===== src/rtl/sensor_frontend_if.sv =====
// Photodiode front-end signal bundle.
//   sensor         : raw asynchronous comparator input
//   arm            : single-cycle pulse opening a measurement window
//   sensor_out     : debounced light level (1 = lit)
//   sensor_trigger : single-cycle pulse on the first qualifying rising edge in a window
//   timeout        : single-cycle pulse when a window expires without a trigger
//   armed          : high while a window is open
//   edge_count     : saturating count of debounced rising edges
// master = stimulus side, slave = sensor_frontend.
interface sensor_frontend_if;
  logic        sensor;
  logic        arm;
  logic        sensor_out;
  logic        sensor_trigger;
  logic        timeout;
  logic        armed;
  logic [15:0] edge_count;

  modport master (
    output sensor, arm,
    input  sensor_out, sensor_trigger, timeout, armed, edge_count
  );

  modport slave (
    input  sensor, arm,
    output sensor_out, sensor_trigger, timeout, armed, edge_count
  );
endinterface


===== src/rtl/sensor_frontend.sv =====
// Conditioning stage between the photodiode pin and the latency counter:
// synchronise + debounce the sensor, issue one trigger per arm window and
// flag a timeout when no qualifying light edge arrives.
// Ports:
//   clock : system clock
//   rstn  : asynchronous active-low reset
//   bus   : sensor_frontend_if.slave (sensor/arm in; sensor_out, sensor_trigger,
//           timeout, armed, edge_count out, all registered)
module sensor_frontend #(
  parameter int unsigned SYNC_STAGES     = 2,
  parameter int unsigned DEBOUNCE_CYCLES = 27,
  parameter int unsigned TIMEOUT_CYCLES  = 13500000,
  parameter bit          ACTIVE_HIGH     = 1'b1
) (
  input  logic              clock,
  input  logic              rstn,
  sensor_frontend_if.slave  bus
);

  localparam int unsigned DB_W = $clog2(DEBOUNCE_CYCLES + 1);
  localparam int unsigned TO_W = $clog2(TIMEOUT_CYCLES + 1);
  localparam int unsigned EC_W = 16;
  localparam logic [DB_W-1:0] DB_LAST = DB_W'(DEBOUNCE_CYCLES - 1);
  localparam logic [TO_W-1:0] TO_LAST = TO_W'(TIMEOUT_CYCLES - 1);
  localparam logic [EC_W-1:0] EC_MAX  = {EC_W{1'b1}};

  typedef enum logic [1:0] {
    ST_IDLE      = 2'd0,
    ST_WAIT_DARK = 2'd1,
    ST_ARMED     = 2'd2
  } state_e;

  logic [SYNC_STAGES-1:0] sync_q;
  logic                   s;
  logic                   level_q, level_d;
  logic [DB_W-1:0]        db_cnt_q, db_cnt_d;
  logic                   rise;
  logic [EC_W-1:0]        edge_cnt_q, edge_cnt_d;
  state_e                 state_q, state_d;
  logic [TO_W-1:0]        to_cnt_q, to_cnt_d;
  logic                   trig_q, trig_d;
  logic                   timeout_q, timeout_d;
  logic                   armed_q;

  // Synchroniser chain; polarity fixed up after the last flop.
  always_ff @(posedge clock or negedge rstn) begin
    if (!rstn) sync_q <= '0;
    else       sync_q <= {sync_q[SYNC_STAGES-2:0], bus.sensor};
  end

  assign s = sync_q[SYNC_STAGES-1] ^ ~ACTIVE_HIGH;

  // Debounce: a new level needs DEBOUNCE_CYCLES consecutive disagreeing samples.
  always_comb begin
    level_d  = level_q;
    db_cnt_d = '0;
    rise     = 1'b0;
    if (s != level_q) begin
      if (db_cnt_q == DB_LAST) begin
        level_d = s;
        rise    = s;
      end else begin
        db_cnt_d = db_cnt_q + DB_W'(1);
      end
    end
  end

  // Saturating rising-edge counter.
  always_comb begin
    edge_cnt_d = edge_cnt_q;
    if (rise && (edge_cnt_q != EC_MAX)) edge_cnt_d = edge_cnt_q + EC_W'(1);
  end

  // Datapath registers.
  always_ff @(posedge clock or negedge rstn) begin
    if (!rstn) begin
      level_q    <= 1'b0;
      db_cnt_q   <= '0;
      edge_cnt_q <= '0;
    end else begin
      level_q    <= level_d;
      db_cnt_q   <= db_cnt_d;
      edge_cnt_q <= edge_cnt_d;
    end
  end

  // FSM state register plus registered window outputs.
  always_ff @(posedge clock or negedge rstn) begin
    if (!rstn) begin
      state_q   <= ST_IDLE;
      to_cnt_q  <= '0;
      trig_q    <= 1'b0;
      timeout_q <= 1'b0;
      armed_q   <= 1'b0;
    end else begin
      state_q   <= state_d;
      to_cnt_q  <= to_cnt_d;
      trig_q    <= trig_d;
      timeout_q <= timeout_d;
      armed_q   <= (state_q != ST_IDLE);
    end
  end

  // Next state: arm always (re)opens a window chosen from the current level.
  always_comb begin
    state_d = state_q;
    if (bus.arm) begin
      state_d = level_q ? ST_WAIT_DARK : ST_ARMED;
    end else begin
      case (state_q)
        ST_WAIT_DARK: begin
          if (to_cnt_q == TO_LAST) state_d = ST_IDLE;
          else if (!level_q)       state_d = ST_ARMED;
        end
        ST_ARMED: begin
          if (rise || (to_cnt_q == TO_LAST)) state_d = ST_IDLE;
        end
        default: state_d = ST_IDLE;
      endcase
    end
  end

  // Outputs: arm beats rise, rise beats timeout expiry.
  always_comb begin
    trig_d    = 1'b0;
    timeout_d = 1'b0;
    to_cnt_d  = to_cnt_q;
    if (bus.arm) begin
      to_cnt_d = '0;
    end else if (state_q != ST_IDLE) begin
      to_cnt_d = to_cnt_q + TO_W'(1);
      if ((state_q == ST_ARMED) && rise) trig_d    = 1'b1;
      else if (to_cnt_q == TO_LAST)      timeout_d = 1'b1;
    end
  end

  assign bus.sensor_out     = level_q;
  assign bus.sensor_trigger = trig_q;
  assign bus.timeout        = timeout_q;
  assign bus.armed          = armed_q;
  assign bus.edge_count     = edge_cnt_q;

endmodule


===== src/flat_wrapper.sv =====
// flat-port wrapper written by rule: the top's interface ports become plain ports
module sensor_frontend_flat 
#(
  parameter int unsigned SYNC_STAGES     = 2,
  parameter int unsigned DEBOUNCE_CYCLES = 27,
  parameter int unsigned TIMEOUT_CYCLES  = 13500000,
  parameter bit          ACTIVE_HIGH     = 1'b1
)
  (clock, rstn, bus_sensor, bus_arm, bus_sensor_out, bus_sensor_trigger, bus_timeout, bus_armed, bus_edge_count);
  sensor_frontend_if bus_i ();
  input  logic clock;
  input  logic rstn;
  input wire logic [$bits(bus_i.sensor)-1:0] bus_sensor;
  input wire logic [$bits(bus_i.arm)-1:0] bus_arm;
  output wire logic [$bits(bus_i.sensor_out)-1:0] bus_sensor_out;
  output wire logic [$bits(bus_i.sensor_trigger)-1:0] bus_sensor_trigger;
  output wire logic [$bits(bus_i.timeout)-1:0] bus_timeout;
  output wire logic [$bits(bus_i.armed)-1:0] bus_armed;
  output wire logic [$bits(bus_i.edge_count)-1:0] bus_edge_count;
  assign bus_i.sensor = bus_sensor;
  assign bus_i.arm = bus_arm;
  assign bus_sensor_out = bus_i.sensor_out;
  assign bus_sensor_trigger = bus_i.sensor_trigger;
  assign bus_timeout = bus_i.timeout;
  assign bus_armed = bus_i.armed;
  assign bus_edge_count = bus_i.edge_count;
  sensor_frontend #(.SYNC_STAGES(SYNC_STAGES), .DEBOUNCE_CYCLES(DEBOUNCE_CYCLES), .TIMEOUT_CYCLES(TIMEOUT_CYCLES), .ACTIVE_HIGH(ACTIVE_HIGH)) u_core (.clock(clock), .rstn(rstn), .bus(bus_i));
endmodule

===== config.mk =====
export PLATFORM = sky130hd
export DESIGN_NAME = sensor_frontend_flat
export DESIGN_NICKNAME = d
export VERILOG_FILES = /design/src/rtl/sensor_frontend_if.sv /design/src/rtl/sensor_frontend.sv /design/src/flat_wrapper.sv
export SDC_FILE = /design/constraint.sdc
export NUM_CORES = 1
export LEC_CHECK = 0
export ABC_AREA = 1
export BUFFER_PORTS_ARGS = -buffer_cell sky130_fd_sc_hd__buf_4
export CAP_MARGIN = 20
export CORE_AREA = 5 5 77 79
export CTS_CLUSTER_SIZE = 8
export DETAILED_ROUTE_END_ITERATION = 12
export DIE_AREA = 0 0 82 84
export HOLD_SLACK_MARGIN = 0.1
export PLACE_DENSITY = 0.86
export SYNTH_ARGS = -nofsm -noshare
export SYNTH_HDL_FRONTEND = slang
export SYNTH_SLANG_ARGS = --single-unit

===== constraint.sdc =====
create_clock -name clock -period 2.05 [get_ports clock]
set_input_delay 0.3075 -clock clock [delete_from_list [all_inputs] [get_ports clock]]
set_output_delay 0.3075 -clock clock [all_outputs]
set_load 0.05 [all_outputs]

==> results.md, run 1 <==
- Final setup TNS: 0 ns
- Total track usage: between 20% and 30%
- Cells after Synth: 403
- Initial antenna violation count: 0
- Hold depth: 2
- Largest family of logic cells by synthesized area: simple AND/OR/NAND/NOR gates
- Final ANT Viol Nets: 0
- Synth Area in Simple Gates: 37.1%
- Slew Limit Fails: 0
- CP required: 2.25 ns
- Share of layout cells above drive strength 1: 12.7%
- Synth area leader: dfrtp_1
- Initial core utilization: 56.3%
- Core area: 5270 sq um
- Distinct cells, synth: 32
- Htree depth: 2
- Worst skew pair latency: 0.32 ns
- First drt pass iteration count: 4
- Post-Syn Area: 2970 sq um
- Fin nets: 440
- Root Driver: clkbuf_8
- Num CTS Buffers: 5
- Logic gate share of total power: approximately 5.3%
- Post-synthesis compound-gate area fraction: 4.51%
- Final Hold Viols: 0
- Clock skew: about 0.0095 ns
- Critical Path Source Type: register
- Hold worst-path end: u_core.to_cnt_q[11]
- DP HPWL: 4630 microns
- Worst Setup End Kind: register
- Worst slew pin tran: 0.672 ns
- CTS resizes: 0
- DIE AREA: 6890 sq um
- Tcrit/Tclk final: 80.6%
- Kind of path behind the tightest hold check: in -> reg
- GPL Wtd Cong: about 0.90
- Final core utilization: 62.8%
- Avg Synthesized Cell Area: 7.36 sq um
- Post-Synth XOR/XNOR Area: around 4.4%
- Reg2reg end: u_core.bus.edge_count[15]
- Register-to-register setup slack: 0.40 ns
- Power share of the clock group: around 34%
- Row count: 27
- Initial DRC count: 175
- Worst r2r src: u_core.db_cnt_q[0]
- Max Fanout on Critical Path: 14
- Async SR Flop Fraction: between 90% and 100%
- Routed WL: 6170 microns
- Pint: 1.32 mW
- Worst slew margin: 55.2%
- Run status: finished, final reports clean
- Die Y: 84 microns
- # IOs: 24
- CTS tree: built
- RSZ-0062 raised after global routing: false
- Number of global-route vias before repair: 2636
- Sequential fraction of design power: 61.2%
- Overall die width: 82 microns
- Hold_sp: bus_arm
- Final setup violation count: 0
- Post-synthesis adder-cell area fraction: under 10%
- Net Switching: 0.429 mW
- Period minus WS final: roughly 1.7 ns
- FF+latch count, synth: 53
- Top cell type's share of synthesized area: 44.7%
- Leakage: 1.65 nW
- Warnings from Yosys: 0
- Area delta synth->final: 11.5%
- Reg clk slew, reported paths: 0.10 ns
- F_max: 606 MHz
- Reg2Reg Depth: 9
- Post-synth EDFFs: 0
- Diode count: 0
- Sw Share: 24.5%
- Clock sink count: between 50 and 60
- Mux cell area share after synthesis: 0%
- Power per Cell Area: 530 nW/um^2
- Vias: 2583
- Top post-synthesis cells by area: dfrtp_1 (45%), nand2_1 (14%), nor2_1 (9.6%), inv_1 (5.6%), nand3_1 (4.4%)
- Routed len/inst: 12.2 microns
- Post-synthesis sequential area ratio: 44.7%
- Pin count of the biggest net entering global routing: 54
- Syn Nets: 411
- Via/cell ratio: 5.11
- Clock Tree Buf Depth: 2
- CP Data Arrival Time: 1.85 ns
- VDD IR max: 0.353 mV
- Fill cell count: 476
- I/O Buffers: 23
- Maxcap violations: 0
- Top_reg_cell synth: dfrtp_1
- Worst Setup Path Type: reg -> reg
- Total grt overflow: 0
- DRC violations left: 0
- First-pass GRT wire length: 11200 microns
## Yosys cell counts (2+ instances only)
master,instances
clkbuf_1,2
nand3_1,26
nor3b_1,3
xor2_1,10
o21ai_0,9
xnor2_1,5
nand2_2,12
nand2_4,2
nor3_1,7
nor2_2,2
dfrtp_1,53
nand4_1,4
a21oi_1,13
ha_1,4
nor2_1,76
nand3b_1,2
inv_1,44
inv_2,2
nand2_1,114
## how the worst max path moves through the flow
stage / start / cells after the start / slack [ns] / endpoint
2_1_floorplan: u_core.bus.edge_count[1] / 11 / 0.18 / u_core.bus.edge_count[2]
3_3_place_gp: u_core.bus.edge_count[1] / 10 / 0.47 / u_core.bus.edge_count[8]
3_5_place_dp: u_core.db_cnt_q[0] / 9 / 0.40 / u_core.bus.edge_count[15]
4_1_cts: u_core.db_cnt_q[0] / 9 / 0.37 / u_core.bus.edge_count[15]
5_1_grt: u_core.db_cnt_q[0] / 9 / 0.22 / u_core.bus.edge_count[15]
6_report: u_core.db_cnt_q[0] / 9 / 0.40 / u_core.bus.edge_count[15]
## per-layer routing
metal / track usage (%) / vias up / wire [microns]
li1: - / 1306 / -
met1: 25.2 / 1224 / 2770
met2: 35.2 / 42 / 3070
met3: 4.21 / 11 / 238
met4: 5.29 / 0 / 83
met5: 0 / - / 0
## layout by cell type (no fill, tap or decap)
| master | count |
|---|---|
| nor2_4 | 1 |
| a2bb2oi_1 | 1 |
| nand3_2 | 1 |
| o21ai_0 | 9 |
| o21bai_1 | 1 |
| nand3_1 | 26 |
| clkinv_1 | 1 |
| dlygate4sd3_1 | 2 |
| nand2_4 | 2 |
| nor2_1 | 76 |
| nor2_2 | 2 |
| nor3_1 | 7 |
| inv_2 | 2 |
| o21a_1 | 1 |
| inv_1 | 44 |
| dfrtp_1 | 53 |
| ha_1 | 4 |
| nor3_4 | 1 |
| nor4_1 | 1 |
| xor2_1 | 10 |
| and3_1 | 1 |
| xnor2_1 | 5 |
| nor3b_1 | 3 |
| nand2_2 | 12 |
| clkinv_2 | 3 |
| nand2_1 | 114 |
| a21oi_1 | 13 |
| buf_4 | 25 |
| nand3b_1 | 2 |
| clkbuf_8 | 5 |
| nand4_1 | 4 |
| clkinvlp_4 | 1 |
## layout make-up
class / instances / area, sq um / share of cell area, %
clock inverter: 3 / 17.5 / 0.530
sequential: 53 / 1330 / 40.1
inverter: 48 / 181 / 5.48
timing repair buffer: 27 / 208 / 6.28
tap: 72 / 90.1 / 2.72
multi-input combinational: 297 / 1420 / 42.8
clock buffer: 5 / 68.8 / 2.08
## what timing repair did
action,in CTS,in global routing
hold buffers,2,0
endpoints found under the hold margin,54,0
buffers inserted,0,0
## power by group through the flow
stage          logic, mW  registers (mW)  clock network [mW]
6_report          0.0934            1.07               0.587
3_3_place_gp      0.0882            1.09                   0
5_1_grt            0.107            1.07               0.643
3_5_place_dp      0.0922            1.09                   0
4_1_cts           0.0955            1.07               0.600
2_1_floorplan     0.0437            1.09                   0
## cells by family (layout without fill, tap and decap cells)
kind of cell | count (synthesis) | count (layout)
adder cells (fa/ha/maj) | 4 | 4
XOR/XNOR | 15 | 15
flip-flops | 53 | 53
buffers and inverters | 53 | 83
AND/OR/NAND/NOR | 253 | 253
AO/OA/AOI/OAI | 25 | 25
## critical path, stage by stage (launching register included)
cell      delay, ns
dfrtp_1        0.42
inv_1          0.07
ha_1           0.14
nand2_1        0.08
nor3_4         0.23
nand2_4        0.12
clkinv_2       0.10
nand2_2        0.18
nand2_1        0.11
nand2_1        0.07
## registers in the layout, summed over array words and instances, names as in the netlist
signal,cells
u_core.bus.timeout,1
u_core.bus.edge_count,16
u_core.to_cnt_q,24
u_core.db_cnt_q,5
u_core.sync_q,2
u_core.bus.sensor_out,1
u_core.state_q,2
u_core.bus.armed,1
u_core.bus.sensor_trigger,1
## per-stage QoR
step	setup slack [ns]	total power [mW]	cell area, sq um	hold WS (ns)	std cells
6_report	0.399	1.75	3310	0.222	505
5_1_grt	0.220	1.82	3310	0.223	505
4_1_cts	0.373	1.77	3310	0.216	505
3_5_place_dp	0.403	1.19	3200	0.365	495
3_3_place_gp	0.473	1.18	3200	0.332	495
2_1_floorplan	0.176	1.14	2970	0.0119	403
Power figures use the tool's default switching activity.
==> run 2, diff against run 1 <==
==> constraint.sdc (replaced) <==
create_clock -name clock -period 1.7 [get_ports clock]
set_input_delay 0.255 -clock clock [delete_from_list [all_inputs] [get_ports clock]]
set_output_delay 0.255 -clock clock [all_outputs]
set_load 0.05 [all_outputs]
==> results.md, run 2 (synthesized netlist as in run 1, its figures left out) <==
- Vias: 2588 (+0.19%)
- Final setup violation count: 0 (unchanged)
- F_max: 605 MHz (-0.10%)
- Period minus WS final: 1.65 ns (+0.00168 ns)
- Overall die width: 82 microns (unchanged)
- Fin nets: 445 (+1.1%)
- Highest-count cells in the layout ignoring fill and taps: nand2_1 (114), nor2_1 (74), dfrtp_1 (48)
- # IOs: 24 (unchanged)
- Htree depth: 2 (unchanged)
- Worst slew margin: 57.0% (+1.8 points)
- Slowest CP cell: dfrtp_1
- I/O Buffers: 23 (unchanged)
- Share of layout cells above drive strength 1: 15.5% (+2.8 points)
- Initial core utilization: 56.3% (unchanged)
- Worst slew pin tran: 0.646 ns (-0.0265 ns)
- Root Driver: clkbuf_8
- Register-to-register setup slack: 0.05 ns (-0.35 ns)
- Clock Tree Buf Depth: 2 (unchanged)
- Initial DRC count: 145 (-17%)
- Hold_sp: bus_arm
- CTS tree: built
- WHS: 0.179 ns (-0.0429 ns)
- Reg clk slew, reported paths: 0.09 ns (about the same)
- Most flops, register: u_core.to_cnt_q
- Routed WL: 6070 microns (-1.7%)
- Dpl cells: 498 (+0.61%)
- Pin count of the biggest net entering global routing: 54 (unchanged)
- DP HPWL: 4440 microns (-4.2%)
- Num CTS Buffers: 5 (unchanged)
- Worst Setup End Kind: register
- VDD IR max: 0.516 mV (+46%)
- Final Hold Viols: 0 (unchanged)
- Clock sink count: 53 (unchanged)
- Clock skew: 0.00520 ns (-0.00427 ns)
- Critical Path Source Type: register
- Fill cell count: 462 (-2.9%)
- Diode count: 0 (unchanged)
- Die Y: 84 microns (unchanged)
- Final ANT Viol Nets: 0 (unchanged)
- Reg2Reg Depth: 10 (+1)
- Ordered list of cells on the worst path: inv_1 > ha_1 > nand2_1 > nor3_4 > nand2_4 > clkinv_2 > nand2_2 > nand2_8 > nand2_1 > nand2_1
- Kind of path behind the tightest hold check: in -> reg
- Area of the multi-input gates: 1460 sq um (+2.9%)
- Most frequent cell on the critical path: nand2_1
- Maxcap violations: 0 (unchanged)
- Power per Cell Area: 668 nW/um^2 (+26%)
- Run status: finished, final reports clean
- DIE AREA: 6890 sq um (unchanged)
- Via/cell ratio: 5.07 (-0.79%)
- RSZ-0062 raised after global routing: true
- GPL Wtd Cong: 0.913 (+1.6%)
- Area delta synth->final: 15.3%
- Row count: 27 (unchanged)
- Core area: 5270 sq um (unchanged)
- Total track usage: 19.9% (-0.42 points)
- First-pass GRT wire length: 11000 microns (-2.1%)
- Worst skew pair latency: 0.31 ns (about the same)
- Commonest non-fill, non-tap cell in the layout: nand2_1
- Worst r2r src: u_core.db_cnt_q[0]
- CP Data Arrival Time: 1.90 ns (+0.05 ns)
- Total grt overflow: 0 (unchanged)
- Tcrit/Tclk final: 97.2% (+17 points)
- Final non-filler cell total: 510 (+0.99%)
- First drt pass iteration count: 4 (unchanged)
- Slew Limit Fails: 0 (unchanged)
- Final core utilization: 65.0% (+2.2 points)
- Reg2reg end: u_core.bus.edge_count[8]
- Hold depth: 2 (unchanged)
- DRC violations left: 0 (unchanged)
- Worst Setup Path Type: reg -> reg
- Number of global-route vias before repair: 2495 (-5.3%)
- CP required: 1.95 ns (-0.30 ns)
- Hold worst-path end: u_core.to_cnt_q[11]
- Routed len/inst: 11.9 microns (-2.6%)
- Storage cell area: 1330 sq um (+0.47%)
- Flip-flop count of the largest register after layout: 24 (unchanged)
- Initial antenna violation count: 0 (unchanged)
- Max Fanout on Critical Path: 14 (unchanged)
- Leakage: 1.68 nW (+1.9%)
- Max stage delay on crit path: 0.41 ns (about the same)
## run 2: stage by stage
| step | area (sq um) | TNS [ns] | power (mW) | setup WS (ns) |
|---|---|---|---|---|
| global placement | 3240 | 0 | 1.42 | 0.163 |
| CTS | 3380 | 0 | 2.32 | 0.0740 |
| global route | 3420 | -0.666 | 2.39 | -0.0791 |
| detailed placement | 3240 | 0 | 1.43 | 0.0928 |
| floorplan | 2990 | 0 | 1.37 | 0.00994 |
| finish | 3420 | 0 | 2.29 | 0.0469 |
## run 2: worst max path at each step
stage               depth (start not counted)                        end                      from  slack [ns]
floorplan                                  10   u_core.bus.edge_count[2]  u_core.bus.edge_count[3]        0.01
global route                               10  u_core.bus.edge_count[15]        u_core.db_cnt_q[0]       -0.08
CTS                                        10   u_core.bus.edge_count[8]        u_core.db_cnt_q[0]        0.07
detailed placement                         10   u_core.bus.edge_count[8]        u_core.db_cnt_q[0]        0.09
global placement                           10   u_core.bus.edge_count[8]  u_core.bus.edge_count[0]        0.16
finish                                     10   u_core.bus.edge_count[8]        u_core.db_cnt_q[0]        0.05
## run 2: per-layer routing
metal | up-vias | share of wire (%) | routed length, microns | track usage [%]
met4 | 0 | 1.7 | 106 | 7.70
li1 | 1316 | - | - | -
met1 | 1211 | 46 | 2810 | 26.9
met5 | - | 0 | 0 | 0
met3 | 12 | 3.8 | 231 | 4.32
met2 | 49 | 48 | 2920 | 30.9
## run 2: repair_timing
action                     4_1_cts  5_1_grt
setup endpoints to repair        0       19
hold buffers                     2        0
hold endpoints to repair        54        0
gates resized for setup          0        7
setup buffers                    0        2
## run 2: area by class of cell
type | count | area share (%)
Timing Repair Buffer | 32 | 7.16
Inverter | 48 | 5.30
Multi-Input combinational cell | 297 | 42.6
Tap cell | 72 | 2.63
Sequential cell | 53 | 38.9
Clock buffer | 7 | 2.52
Clock inverter | 1 | 0.877
## run 2: report_power, final
group | internal, mW | switching, mW | leakage, nW | total, mW
Clock | 0.480 | 0.398 | 0.0585 | 0.878
Combinational | 0.0366 | 0.0783 | 0.906 | 0.115
Sequential | 1.28 | 0.0153 | 0.717 | 1.29
## run 2: critical path, delay by kind of cell (launching register included)
| family | cells | cell delay, ns |
|---|---|---|
| adder cells (fa/ha/maj) | 1 | 0.14 |
| buffers and inverters | 2 | 0.18 |
| flip-flops | 1 | 0.41 |
| AND/OR/NAND/NOR | 7 | 0.85 |
==> run 3, diff against run 2 <==
--- a/config.mk
+++ b/config.mk
@@ -6,9 +6,10 @@
 export NUM_CORES = 1
 export LEC_CHECK = 0
 export ABC_AREA = 1
-export BUFFER_PORTS_ARGS = -buffer_cell sky130_fd_sc_hd__buf_4
+export BUFFER_PORTS_ARGS = -buffer_cell sky130_fd_sc_hd__buf_2
 export CAP_MARGIN = 20
 export CORE_AREA = 5 5 77 79
+export CTS_CLUSTER_DIAMETER = 60
 export CTS_CLUSTER_SIZE = 8
 export DETAILED_ROUTE_END_ITERATION = 12
 export DIE_AREA = 0 0 82 84
==> results.md, run 3 (synthesized netlist as in run 1, its figures left out) <==
- Run status: finished, final reports clean
- Htree depth: 2 (unchanged)
- Leakage: 1.67 nW (-0.94%)
- GPL Wtd Cong: 0.853 (-6.5%)
- Post-route cell area: 3340 sq um (-2.4%)
- Area delta synth->final: 12.5%
- Slew Limit Fails: 0 (unchanged)
- Crit path to: u_core.to_cnt_q[22]
- Most flops, register: u_core.to_cnt_q
- CP required: 1.90 ns (-0.05 ns)
- Clock Tree Buf Depth: 2 (unchanged)
- RSZ-0062 raised after global routing: false
- I/O Buffers: 23 (unchanged)
- Post-DP Area: 3210 sq um (-1.2%)
- Period minus WS final: 1.57 ns (-0.0861 ns)
- F_max: 638 MHz (+5.5%)
- Row count: 27 (unchanged)
- Power per Cell Area: 642 nW/um^2 (-3.9%)
- Worst slew pin tran: 0.378 ns (-0.268 ns)
- CP Data Arrival Time: 1.77 ns (-0.13 ns)
- Highest-count cells in the layout ignoring fill and taps: nand2_1 (114), nor2_1 (74), dfrtp_1 (48)
- Final setup TNS: 0 ns (unchanged)
- Tcrit/Tclk final: 92.2% (-5.1 points)
- Clock sink count: 53 (unchanged)
- First drt pass iteration count: 6 (+2)
- Critical Path Source Type: register
- Final non-filler cell total: 509 (-0.20%)
- Worst slew margin: 74.6% (+18 points)
- Crit path launch: u_core.to_cnt_q[1]
- Final WS setup: 0.133 ns (+0.0861 ns)
- Vias: 2562 (-1.0%)
- DIE AREA: 6890 sq um (unchanged)
- Maxcap violations: 0 (unchanged)
- Diode count: 0 (unchanged)
- Ordered list of cells on the worst path: ha_1 > nand3_1 > nor2_1 > nand3_2 > nor2_2 > nand2_1 > nand2_1 > nor2_1
- Die Y: 84 microns (unchanged)
- Routed len/inst: 12.1 microns (+1.9%)
- Share of layout cells above drive strength 1: 15.1% (-0.42 points)
- Final core utilization: 63.4% (-1.6 points)
- Max stage delay on crit path: 0.40 ns (about the same)
- Core area: 5270 sq um (unchanged)
- Root Driver: clkbuf_8
- Pin count of the biggest net entering global routing: 29 (-46%)
- Final ANT Viol Nets: 0 (unchanged)
- Initial core utilization: 56.3% (unchanged)
- Number of global-route vias before repair: 2465 (-1.2%)
- Via/cell ratio: 5.03 (-0.81%)
- Initial antenna violation count: 0 (unchanged)
- Fin nets: 444 (-0.22%)
- Tot Pwr: 2.14 mW (-6.2%)
- VDD IR max: 0.479 mV (-7.2%)
- Flip-flop count of the largest register after layout: 24 (unchanged)
- Dpl cells: 499 (+0.20%)
- DRC violations left: 0 (unchanged)
- WHS: 0.227 ns (+0.0485 ns)
- Register-to-register setup slack: 0.13 ns (+0.09 ns)
- Kind of path behind the tightest hold check: in -> reg
- Worst r2r src: u_core.to_cnt_q[1]
- Slowest CP cell: dfrtp_1
- Reg2Reg Depth: 8 (-2)
- Max Fanout on Critical Path: 5 (-9)
- Num CTS Buffers: 5 (unchanged)
- First-pass GRT wire length: 10600 microns (-3.2%)
- Worst Setup Path Type: reg -> reg
- Reg clk slew, reported paths: 0.09 ns (about the same)
- Worst Setup End Kind: register
- Total grt overflow: 0 (unchanged)
- Overall die width: 82 microns (unchanged)
- DP HPWL: 4710 microns (+6.2%)
- Commonest non-fill, non-tap cell in the layout: nand2_1
- # IOs: 24 (unchanged)
- Final Hold Viols: 0 (unchanged)
- Clock skew: 0.00563 ns (+0.000428 ns)
- Setup slack after placement: 0.0882 ns (-0.00459 ns)
- Worst skew pair latency: 0.30 ns (about the same)
- CTS tree: built
- Post-CTS setup buffer count: 0 (unchanged)
- Routed WL: 6170 microns (+1.7%)
- Reg2reg end: u_core.to_cnt_q[22]
- Initial DRC count: 131 (-9.7%)
- Final setup violation count: 0 (unchanged)
- Total track usage: 19.3% (-0.61 points)
## run 3: cell count changes in the layout (fill, tap and decap cells not counted), sizes merged
| cell | previous run | this run |
|---|---|---|
| buf | 30 | 29 |
| bufinv | 1 | 0 |
| clkbuf | 7 | 8 |
## run 3: final cells by class
cell class | instances | area [sq um]
fill | 465 | 1930
multi-input combinational | 297 | 1450
sequential | 53 | 1330
timing repair buffer | 31 | 193
inverter | 48 | 181
clock buffer | 8 | 90.1
tap | 72 | 90.1
## run 3: worst max-delay path, delay by kind of cell (launching register included)
kind          cells  cell delay [ns]
simple gates      7             0.83
flops             1             0.40
fa+ha+maj         1             0.23
## run 3: how the worst min path moves through the flow
stage                  from                  end  depth (start not counted)
floorplan              rstn     u_core.bus.armed                          0
global placement       rstn     u_core.bus.armed                          1
detailed placement     rstn     u_core.bus.armed                          1
CTS                 bus_arm  u_core.to_cnt_q[11]                          2
global route        bus_arm   u_core.to_cnt_q[2]                          2
finish              bus_arm  u_core.to_cnt_q[11]                          2
## run 3: timing repair
action,4_1_cts,5_1_grt
hold endpoints to repair,15,0
resized for setup,0,6
hold buffers,2,0
endpoints found under the setup margin,0,13
## run 3: layer usage
metal  routed length, microns  part of all wire (%)  global-route usage [%]
met2                     3100                    50                    32.2
met1                     2690                    44                    24.4
met5                        0                     0                       0
met3                      261                   4.2                    3.67
met4                      113                   1.8                    7.10
## run 3: power breakdown
group | internal [mW] | switching (mW)
Sequential | 1.28 | 0.0153
Clock | 0.333 | 0.401
Combinational | 0.0369 | 0.0799
Total | 1.65 | 0.496
